$ cat src/rtl/anchor_ext_sync_filt.sv
// anchor_ext_sync_filt
// Brings asynchronous external control pins (strobes, triggers, enables) into
// the clk domain. Each channel is optionally inverted, passed through a
// multi-flop synchroniser, then debounced by a stable-for-N-cycles filter.
// Accepted level changes produce registered single-cycle rise/fall pulses.
// Rejected transitions (the synced value returned to the accepted level before
// the filter expired) are summed over all channels into a saturating counter
// for board diagnostics.
module anchor_ext_sync_filt #(
    parameter int unsigned          CHANNELS    = 4,
    parameter int unsigned          SYNC_STAGES = 2,
    parameter int unsigned          FILTER_LEN  = 4,
    parameter logic [CHANNELS-1:0]  INVERT      = {CHANNELS{1'b0}},
    parameter logic [CHANNELS-1:0]  INIT        = {CHANNELS{1'b0}}
) (
    input  logic                clk,
    input  logic                rst_n,
    input  logic [CHANNELS-1:0] async_in,
    output logic [CHANNELS-1:0] level_out,
    output logic [CHANNELS-1:0] rise_out,
    output logic [CHANNELS-1:0] fall_out,
    input  logic                glitch_clr,
    output logic [15:0]         glitch_cnt
);

    // Filter counter width; a FILTER_LEN of 1 still keeps a 1-bit counter
    // that simply never leaves zero.
    localparam int unsigned      CNT_W    = (FILTER_LEN > 1) ? $clog2(FILTER_LEN) : 1;
    localparam logic [CNT_W-1:0] CNT_LAST = CNT_W'(FILTER_LEN - 1);
    localparam logic [CNT_W-1:0] CNT_ONE  = CNT_W'(1);
    localparam logic [CNT_W-1:0] CNT_ZERO = CNT_W'(0);

    // ------------------------------------------------------------------
    // Helpers
    // ------------------------------------------------------------------

    // Number of channels reporting a glitch this cycle (CHANNELS <= 32).
    function automatic logic [5:0] popcount(input logic [CHANNELS-1:0] vec);
        logic [5:0] acc;
        acc = 6'd0;
        for (int i = 0; i < CHANNELS; i++) begin
            acc = acc + {5'd0, vec[i]};
        end
        return acc;
    endfunction

    // 16-bit add that sticks at all-ones instead of wrapping.
    function automatic logic [15:0] sat_add16(input logic [15:0] base,
                                              input logic [5:0]  inc);
        logic [16:0] sum;
        sum = {1'b0, base} + {11'd0, inc};
        if (sum[16]) begin
            return 16'hFFFF;
        end else begin
            return sum[15:0];
        end
    endfunction

    // ------------------------------------------------------------------
    // Synchroniser chain
    // ------------------------------------------------------------------
    (* ASYNC_REG = "TRUE" *) logic [CHANNELS-1:0] sync_q [SYNC_STAGES];
    logic [CHANNELS-1:0] sync_s;
    logic [CHANNELS-1:0] pin_s;

    // Polarity correction happens before the first flop so INIT and all
    // downstream logic see the post-inversion value.
    assign pin_s  = async_in ^ INVERT;
    assign sync_s = sync_q[SYNC_STAGES-1];

    // Shift the (inverted) pins through the synchroniser flops.
    always_ff @(posedge clk or negedge rst_n) begin
        if (!rst_n) begin
            for (int k = 0; k < SYNC_STAGES; k++) begin
                sync_q[k] <= INIT;
            end
        end else begin
            sync_q[0] <= pin_s;
            for (int k = 1; k < SYNC_STAGES; k++) begin
                sync_q[k] <= sync_q[k-1];
            end
        end
    end

    // ------------------------------------------------------------------
    // Glitch filter and edge detection
    // ------------------------------------------------------------------
    logic [CNT_W-1:0]    cnt_q [CHANNELS];
    logic [CNT_W-1:0]    cnt_d [CHANNELS];
    logic [CHANNELS-1:0] level_q;
    logic [CHANNELS-1:0] level_d;
    logic [CHANNELS-1:0] rise_q;
    logic [CHANNELS-1:0] rise_d;
    logic [CHANNELS-1:0] fall_q;
    logic [CHANNELS-1:0] fall_d;
    logic [CHANNELS-1:0] glitch_ev_s;

    // Per-channel filter decision: count how long the synced value has
    // disagreed with the accepted level; accept after FILTER_LEN cycles,
    // and flag a glitch if it reverts early.
    always_comb begin
        level_d     = level_q;
        rise_d      = {CHANNELS{1'b0}};
        fall_d      = {CHANNELS{1'b0}};
        glitch_ev_s = {CHANNELS{1'b0}};
        for (int i = 0; i < CHANNELS; i++) begin
            cnt_d[i] = cnt_q[i];
            if (sync_s[i] != level_q[i]) begin
                if (cnt_q[i] == CNT_LAST) begin
                    // Held long enough: accept and pulse alongside the new level.
                    level_d[i] = sync_s[i];
                    cnt_d[i]   = CNT_ZERO;
                    rise_d[i]  = sync_s[i];
                    fall_d[i]  = ~sync_s[i];
                end else begin
                    cnt_d[i] = cnt_q[i] + CNT_ONE;
                end
            end else begin
                if (cnt_q[i] != CNT_ZERO) begin
                    // Returned to the accepted level mid-count: rejected transition.
                    cnt_d[i]       = CNT_ZERO;
                    glitch_ev_s[i] = 1'b1;
                end else begin
                    cnt_d[i] = cnt_q[i];
                end
            end
        end
    end

    // Filter state plus registered level and edge pulses.
    always_ff @(posedge clk or negedge rst_n) begin
        if (!rst_n) begin
            for (int i = 0; i < CHANNELS; i++) begin
                cnt_q[i] <= CNT_ZERO;
            end
            level_q <= INIT;
            rise_q  <= {CHANNELS{1'b0}};
            fall_q  <= {CHANNELS{1'b0}};
        end else begin
            for (int i = 0; i < CHANNELS; i++) begin
                cnt_q[i] <= cnt_d[i];
            end
            level_q <= level_d;
            rise_q  <= rise_d;
            fall_q  <= fall_d;
        end
    end

    // ------------------------------------------------------------------
    // Saturating glitch counter
    // ------------------------------------------------------------------
    logic [15:0] glitch_q;
    logic [15:0] glitch_d;

    // Clear has priority: events arriving in the clearing cycle are dropped.
    always_comb begin
        glitch_d = glitch_q;
        if (glitch_clr) begin
            glitch_d = 16'h0000;
        end else begin
            glitch_d = sat_add16(glitch_q, popcount(glitch_ev_s));
        end
    end

    // Diagnostic counter register.
    always_ff @(posedge clk or negedge rst_n) begin
        if (!rst_n) begin
            glitch_q <= 16'h0000;
        end else begin
            glitch_q <= glitch_d;
        end
    end

    assign level_out  = level_q;
    assign rise_out   = rise_q;
    assign fall_out   = fall_q;
    assign glitch_cnt = glitch_q;

endmodule

$ cat config.mk
export PLATFORM = sky130hd
export DESIGN_NAME = anchor_ext_sync_filt
export DESIGN_NICKNAME = d
export VERILOG_FILES = /design/src/rtl/anchor_ext_sync_filt.sv
export SDC_FILE = /design/constraint.sdc
export NUM_CORES = 1
export LEC_CHECK = 0
export ABC_CLOCK_PERIOD_IN_PS = 3900
export CAP_MARGIN = 30
export CELL_PAD_IN_SITES_DETAIL_PLACEMENT = 0
export CELL_PAD_IN_SITES_GLOBAL_PLACEMENT = 1
export CORE_ASPECT_RATIO = 0.8
export CORE_MARGIN = 3
export CORE_UTILIZATION = 41
export DETAILED_ROUTE_END_ITERATION = 8
export GPL_TIMING_DRIVEN = 0
export PLACE_DENSITY_LB_ADDON = 0.1
export SLEW_MARGIN = 10
export SYNTH_ARGS = -nofsm -noshare
export SYNTH_HDL_FRONTEND = slang
export SYNTH_SLANG_ARGS = --single-unit
$ cat constraint.sdc
create_clock -name clk -period 3.9 [get_ports clk]
set_input_delay 0.585 -clock clk [delete_from_list [all_inputs] [get_ports clk]]
set_output_delay 0.585 -clock clk [all_outputs]
set_load 0.02 [all_outputs]
### After elaboration in Yosys (flattened, before gate mapping)

Index checks and enable logic that the tools add are counted.
W data, S select, Z words.

* word-level logic and storage cells: 83
* register bits after elaboration: 44

* reductions and logical operators: 12
* equal/unequal tests: 8
* $add $sub $neg: 8
* muxes and demuxes: 38
* bitwise operators: 4

Operators by type and width (count)
* $mux W16: 2
* $mux W1: 24
* $mux W2: 12
* $add A16 B4 Y17: 1
* $reduce_bool A2 Y1: 8
* $add A2 B1 Y2 const B: 4
* $eq A2 B2 Y1 const B: 4
* $reduce_and A2 Y1: 4
* $add A3 B1 Y4: 1
* $ne A1 B1 Y1: 4
* $not A1 Y1: 4
* $add A2 B1 Y3: 1
* $add A1 B1 Y2: 1

### Depth between registers and ports, before layout

Gate-level depths: netlist of the first run.

* depth in word-level cells: 9
* mapped depth: 11

### Worst setup path after synthesis of the first run

Ideal clock, no wire load.

* kind: register to register
* from: register level_q[0], in the netlist level_out[0]
* to: register glitch_q[12], in the netlist glitch_cnt[12]
* period minus slack after synthesis: 3.026 ns
* data required time: 3.768 ns
* cell stages (with the launch flop): 11
* data arrival time: 2.894 ns
* library setup time: 0.132 ns
* setup slack: 0.874 ns
* buffers on the path: 0
* path through: dfrtp_1 -> xor2_1 -> or2_2 -> fa_1 -> fa_1 -> inv_1 -> fa_1 -> nand3_2 -> nor4_1 -> mux2i_1 -> nor2_1

* longest elaborated chain between the ends: 8

Ends and longest elaborated chain
* from (decl): RTL line 90 `logic [CHANNELS-1:0] level_q;`
* from (signal assigned): RTL line 143 `level_q <= level_d;`
* $ne A1 B1 Y1: RTL line 108 `if (sync_s[i] != level_q[i]) begin`
* $mux W1: RTL line 108
* $add A1 B1 Y2: RTL line 42 `acc = acc + {5'd0, vec[i]};`
* $add A2 B1 Y3: RTL line 42
* $add A3 B1 Y4: RTL line 42
* $add A16 B4 Y17: RTL line 51 `sum = {1'b0, base} + {11'd0, inc};`
* $mux W16: RTL line 52 `if (sum[16]) begin`
* $mux W16: RTL line 158 `if (glitch_clr) begin`
* named net glitch_d[12]: RTL line 153 `logic [15:0] glitch_d;`
* to (signal assigned): RTL line 170 `glitch_q <= glitch_d;`
* to (decl): RTL line 152 `logic [15:0] glitch_q;`

The timed path passes the listed nets, and every way through them passes these cells.
A chain may end at the register's enable or synchronous reset.

### Worst setup path in the final report of the first run

* from: register cnt_q[6] in the netlist's numbering
* to: register glitch_q[13], in the netlist glitch_cnt[13]

* longest elaborated chain between the ends: 9

Ends and longest elaborated chain
* from (decl): RTL line 88 `logic [CNT_W-1:0] cnt_q [CHANNELS];`
* from (signal, indexed assignment): RTL line 141 `cnt_q[i] <= cnt_d[i];`
* $reduce_bool A2 Y1: RTL line 119 `if (cnt_q[i] != CNT_ZERO) begin`
* $mux W1: RTL line 119
* $mux W1: RTL line 108
* $add A1 B1 Y2: RTL line 42
* $add A2 B1 Y3: RTL line 42
* $add A3 B1 Y4: RTL line 42
* $add A16 B4 Y17: RTL line 51
* $mux W16: RTL line 52
* $mux W16: RTL line 158
* named net glitch_d[13]: RTL line 153

The timed path passes the listed nets, and every way through them passes these cells.

==> results.cfg, run 1 <==
[grt]
grt_max_degree = 31
antenna_found_initial = 0
grt_pass1_wl_mm = 7.07
gr-usage-met2_pct = 23.9
grt_pass1_vias = 1472
grt_busiest_layer = met2
globalRouteMet1Util_pct = 20.2
use_met3_pct = 3.56
grt.overflow.total = 0
track_usage_pct = 15.0

[clock_tree]
holdBufCountCts = 0
post_cts_buffers = 0
clk_pin_slew_ns = 0.08
cts-root-buf = clkbuf_8
tritoncts.num_buffers = 5
cts_sinks = 44
htree_levels = 2
post_cts_resized = 0
cts_tree = yes
clk_path_buf_depth = 2
clock_latency_ns = 0.29

[finish]
final_util_pct = 55.1
stdcell_count = 289
finalInstanceArea_sq_um = 2590
layout-drive-gt1-share_pct = 9.61
area_delta_synth_final_pct = 26.2
antenna_cells = 0
final_nets = 247

[detailed_routing]
drt-total-wl_mm = 3.91
drt_iter0_drc = 56
drc = 0
wl_per_cell_um = 13.5
vias = 1444
dr.pass1.iters = 4
vias_per_cell = 5.00
postRouteAntennaNets = 0

[logic_synthesis]
syn_nets = 205
yosys.area_share.adder_pct = 8.39
synth_edf_count = 0
ys_top_cells_by_area = dfrtp_1, ha_1, xor2_1
yosys-top-cells-count = dfrtp_1, nand2_1, o21ai_0, inv_1
synth_most_common_cell = dfrtp_1
synth_seq_cells = 44
synthFlopType = dfrtp_1
ys_types = 37
synth.area.mux_share_pct = 2.62
syn_inst = 186
synth_compound_area_share_pct = 8.09
synth_xor_area_share_pct = 5.54
synth_top_area_share_pct = 53.5
synthSimpleGateAreaFrac_pct = 19.3
synthArstFlopShare_pct = 100
synth_top_family_by_area = simple AND/OR/NAND/NOR gates
synth_area_sq_um = 2060
ys_seq_area_share_pct = 53.5
synth_warnings = 0
avgSynthCellArea_sq_um = 11.1
yosys.area.top_type = dfrtp_1

[run]
cap_violations = 0

[place]
placed_area_sq_um = 2490
numPortBuffers = 34
hpwl_mm = 2.99
dp.cells = 281
place.gp.congestion = 0.785

[floorplan]
die_height_um = 69.4
start_util_pct = 43.7
io_pins = 35
fp.dieW_um = 85.2
core_area_sq_um = 4710
fp.dieArea_sq_um = 5910
rows = 22

[sta]
rsz0062_at_grt = no
fin_skew_ns = 0.00786
max_freq_ghz = 0.306
slew_headroom_pct = 70.3
slew_violations = 0
tns_ns = 0
hold_viol = 0
min_period_ns = 3.27
period_share_pct = 83.9
setup_viol = 0
worstMarginPinSlew_ns = 0.445

[power]
cellPowerDensity_nw_per_um2 = 593
ir_drop_mv = 0.313
leakage_nw = 1.17

[run_status]
status = finished, final reports clean

[worst_setup_path]
cp_max_fo = 5
crit_path_end_kind = flip-flop
worstPathArrival_ns = 3.48
worstSetupStartpoint = cnt_q[6]
path_class = flip-flop to flip-flop
start_kind = flip-flop
reg2reg_from = cnt_q[6]
critical_path_required_ns = 4.11

[hold_path]
min_path_type = input pin to asynchronous set/reset pin
## sequential cells by signal, summed over array words and instances, names as in the netlist
name / count
level_out: 4
cnt_q: 8
rise_out: 4
sync_q: 4
fall_out: 4
glitch_cnt: 16
sync_s: 4
## final timing paths
kind	to	slack (ns)	cells after the start
worst max-delay path	glitch_cnt[13]	0.63	11
worst min-delay path	glitch_cnt[2]	0.19	1
worst max register to register	glitch_cnt[13]	0.63	11
worst min register to register	sync_s[0]	0.35	0
max in group asynchronous	glitch_cnt[14]	3.23	2
min in group clk	sync_s[0]	0.35	0
## logic make-up after synthesis
logic type | count (synthesis)
muxes | 5
xor gates and xnor gates | 13
buffers and inverters | 14
and+or+nand+nor | 71
AOI/OAI and AO/OA | 27
adders and majority gates | 12
DFF | 44
## metal layers
| metal | wire (um) | vias to the layer above |
|---|---|---|
| met1 | 1840 | 696 |
| met5 | 0 | - |
| met3 | 151 | 4 |
| met4 | 36 | 0 |
| li1 | - | 716 |
| met2 | 1890 | 28 |
## critical path: stages (launching register included)
cell	delay (ns)
dfrtp_1	0.39
inv_1	0.05
ha_1	0.22
or2_2	0.32
fa_1	0.49
fa_1	0.45
inv_1	0.09
fa_1	0.26
nand3_2	0.13
nor3_2	0.36
nand3b_1	0.27
o211ai_1	0.15
## cell type report
cell class | instances | area, sq um
fill | 414 | 2110
sequential | 44 | 1100
multi-input combinational | 128 | 903
timing repair buffer | 35 | 355
tap | 60 | 75.1
clock buffer | 6 | 72.6
inverter | 12 | 45.0
clock inverter | 2 | 35.0
buffer | 2 | 7.51
## metrics by stage
step | hold slack (ns) | power (mW) | setup slack [ns]
2_1_floorplan | 0.289 | 1.00 | 0.874
3_3_place_gp | 0.335 | 1.17 | 0.749
3_5_place_dp | 0.336 | 1.22 | 0.634
4_1_cts | 0.195 | 1.57 | 0.615
5_1_grt | 0.199 | 1.68 | 0.389
6_report | 0.191 | 1.54 | 0.629
## report_power, final
| part | leakage, nW | internal [mW] | switching [mW] |
|---|---|---|---|
| clock network | 0.0552 | 0.190 | 0.149 |
| logic | 0.543 | 0.264 | 0.309 |
| registers | 0.574 | 0.544 | 0.0834 |
## layout by cell type, fill, tap and decap left out, types with 4 or more instances in the layout
cell,instances
o21ai_0,13
xor2_1,10
ha_1,9
nor2_1,10
inv_1,12
a21oi_1,9
or2_2,4
and3b_1,7
clkbuf_8,5
nand3_1,6
dfrtp_1,44
clkdlybuf4s50_1,33
nand2_1,22
Note: power is estimated with default switching activity, not from simulation.
==> run 2, diff against run 1 <==
--- a/config.mk
+++ b/config.mk
@@ -5,13 +5,13 @@
 export SDC_FILE = /design/constraint.sdc
 export NUM_CORES = 1
 export LEC_CHECK = 0
-export ABC_CLOCK_PERIOD_IN_PS = 3900
+export ABC_CLOCK_PERIOD_IN_PS = 2600
 export CAP_MARGIN = 30
 export CELL_PAD_IN_SITES_DETAIL_PLACEMENT = 0
 export CELL_PAD_IN_SITES_GLOBAL_PLACEMENT = 1
 export CORE_ASPECT_RATIO = 0.8
 export CORE_MARGIN = 3
-export CORE_UTILIZATION = 41
+export CORE_UTILIZATION = 37
 export DETAILED_ROUTE_END_ITERATION = 8
 export GPL_TIMING_DRIVEN = 0
 export PLACE_DENSITY_LB_ADDON = 0.1
==> constraint.sdc (replaced) <==
create_clock -name clk -period 2.6 [get_ports clk]
set_input_delay 0.39 -clock clk [delete_from_list [all_inputs] [get_ports clk]]
set_output_delay 0.39 -clock clk [all_outputs]
set_load 0.02 [all_outputs]
==> run 2 against run 1 <==
  * The flow now finishes with violations (setup timing)
  * Sequential cell count unchanged
  * Cell count is 5.2% higher
  * Power up 59%
  * Die area is 9.9% higher
  * Clock skew down 0.0026 ns
  * Worst setup slack worse by 0.90 ns
  * Combinational power rose by 90%
  * Clock power rose by 20%
  * Fmax increased by 14%
  * Largest power group is now combinational logic
  * Sequential share of layout area decreased by 3.3 points
  * Global-route usage decreased by 0.32 points
  * Clock-buffer cell count fell by 1
==> results.cfg, run 2 (synthesis results as in run 1) <==
[finish]
antenna_cells = 0
area_delta_synth_final_pct = 37.0
layout-drive-gt1-share_pct = 22.7
stdcell_count = 304
final_nets = 261
final_util_pct = 54.4
final_cell_mix = dfrtp_1, clkdlybuf4s50_1, nand2_1, o21ai_0, buf_4
final_common_cell = dfrtp_1
largest_reg_flops = 16

[grt]
grt.overflow.total = 0
grt_busiest_layer = met2
grt_max_degree = 29
globalRouteMet1Util_pct = 18.5
grt_pass1_vias = 1603
grt_pass1_wl_mm = 7.29
use_met3_pct = 4.18
gr-usage-met2_pct = 24.3
track_usage_pct = 14.7
antenna_found_initial = 0

[clock_tree]
cts_tree = yes
htree_levels = 2
cts_sinks = 44
cts-root-buf = clkbuf_8
tritoncts.num_buffers = 5
clk_pin_slew_ns = 0.08
clk_path_buf_depth = 2
clock_latency_ns = 0.29
holdBufCountCts = 0

[floorplan]
fp.dieArea_sq_um = 6500
io_pins = 35
core_area_sq_um = 5180
fp.dieW_um = 89.4
die_height_um = 72.7
start_util_pct = 39.7
rows = 23

[sta]
period_share_pct = 110
slew_violations = 0
fin_skew_ns = 0.00522
tns_ns = -3.68
hold_viol = 0
worst_slack_ns = -0.268
max_freq_ghz = 0.349
slew_headroom_pct = 55.7
worstMarginPinSlew_ns = 0.665
min_period_ns = 2.87
timing.hold.ws_ns = 0.0353
rsz0062_at_grt = yes
setup_viol = 16

[worst_setup_path]
path_class = flip-flop to flip-flop
critical_path_required_ns = 2.82
worstPathArrival_ns = 3.09
start_kind = flip-flop
crit_path_end_kind = flip-flop
cp_max_fo = 5

[place]
hpwl_mm = 3.10
place.gp.congestion = 0.777
numPortBuffers = 34
dp.cells = 283
place_ws_ns = -0.331

[run]
cap_violations = 0

[power]
ir_drop_mv = 0.420
leakage_nw = 1.29
cellPowerDensity_nw_per_um2 = 869

[detailed_routing]
wl_per_cell_um = 14.3
drc = 0
dr.pass1.iters = 5
drt_iter0_drc = 80
drt-total-wl_mm = 4.34
vias = 1565
vias_per_cell = 5.15
postRouteAntennaNets = 0

[hold_path]
min_path_type = input pin to asynchronous set/reset pin

[run_status]
status = finished with violations
violations = setup timing
## run 2: changes by cell type in the layout (fill, tap and decap cells not counted), sizes merged
cell	previous run	this run
clkbuf	8	7
bufinv	1	0
clkinvlp	0	1
buf	2	16
## run 2: final timing paths
kind                              start  slack (ns)  cells after the start       endpoint
setup / recovery           level_out[2]       -0.27                     10  glitch_cnt[9]
max in group asynchronous         rst_n        2.06                      2   level_out[0]
hold / removal                    rst_n        0.04                      1    rise_out[1]
hold reg to reg               sync_q[6]        0.36                      0      sync_s[2]
setup reg to reg           level_out[2]       -0.27                     10  glitch_cnt[9]
min in group clk              sync_q[6]        0.36                      0      sync_s[2]
## run 2: routing by layer
layer	vias to the layer above	wire, um
li1	742	-
met1	779	1930
met2	40	2160
met3	4	212
met4	0	40
met5	-	0
## run 2: what timing repair did
item | 4_1_cts | 5_1_grt
pin swaps | 10 | 11
setup endpoints to repair | 16 | 16
setup buffers | 10 | 4
resized for setup | 8 | 9
## run 2: critical path, stage by stage (launching register included)
cell and delay [ns]:
dfrtp_2 0.46, xor2_4 0.19, or2_4 0.24, fa_1 0.49
fa_2 0.37, inv_2 0.07, fa_2 0.25, nand3_4 0.10
nor3_4 0.25, nand3b_1 0.24, nand3_1 0.16
## run 2: through the flow
stage | instance area, sq um | power (mW)
after CTS | 2740 | 2.40
final | 2820 | 2.45
after detailed placement | 2550 | 1.88
after global placement | 2540 | 1.80
after global routing | 2820 | 2.64
after floorplan | 2120 | 1.56
## run 2: area by class of cell
class	instances	area, sq um
fillers	437	2360
plain buffers	2	7.51
inverters	12	45.0
clock buffers	5	68.8
clock inverters	2	12.5
flip-flops and latches	44	1100
multi-input cells	128	1030
well taps	62	77.6
repair buffers	49	468
## run 2: where the power goes
part | internal (mW) | switching (mW) | leakage [nW] | total, mW
combinational | 0.555 | 0.537 | 0.681 | 1.09
sequential | 0.818 | 0.131 | 0.572 | 0.950
clock | 0.182 | 0.225 | 0.0400 | 0.407
total | 1.55 | 0.893 | 1.29 | 2.45
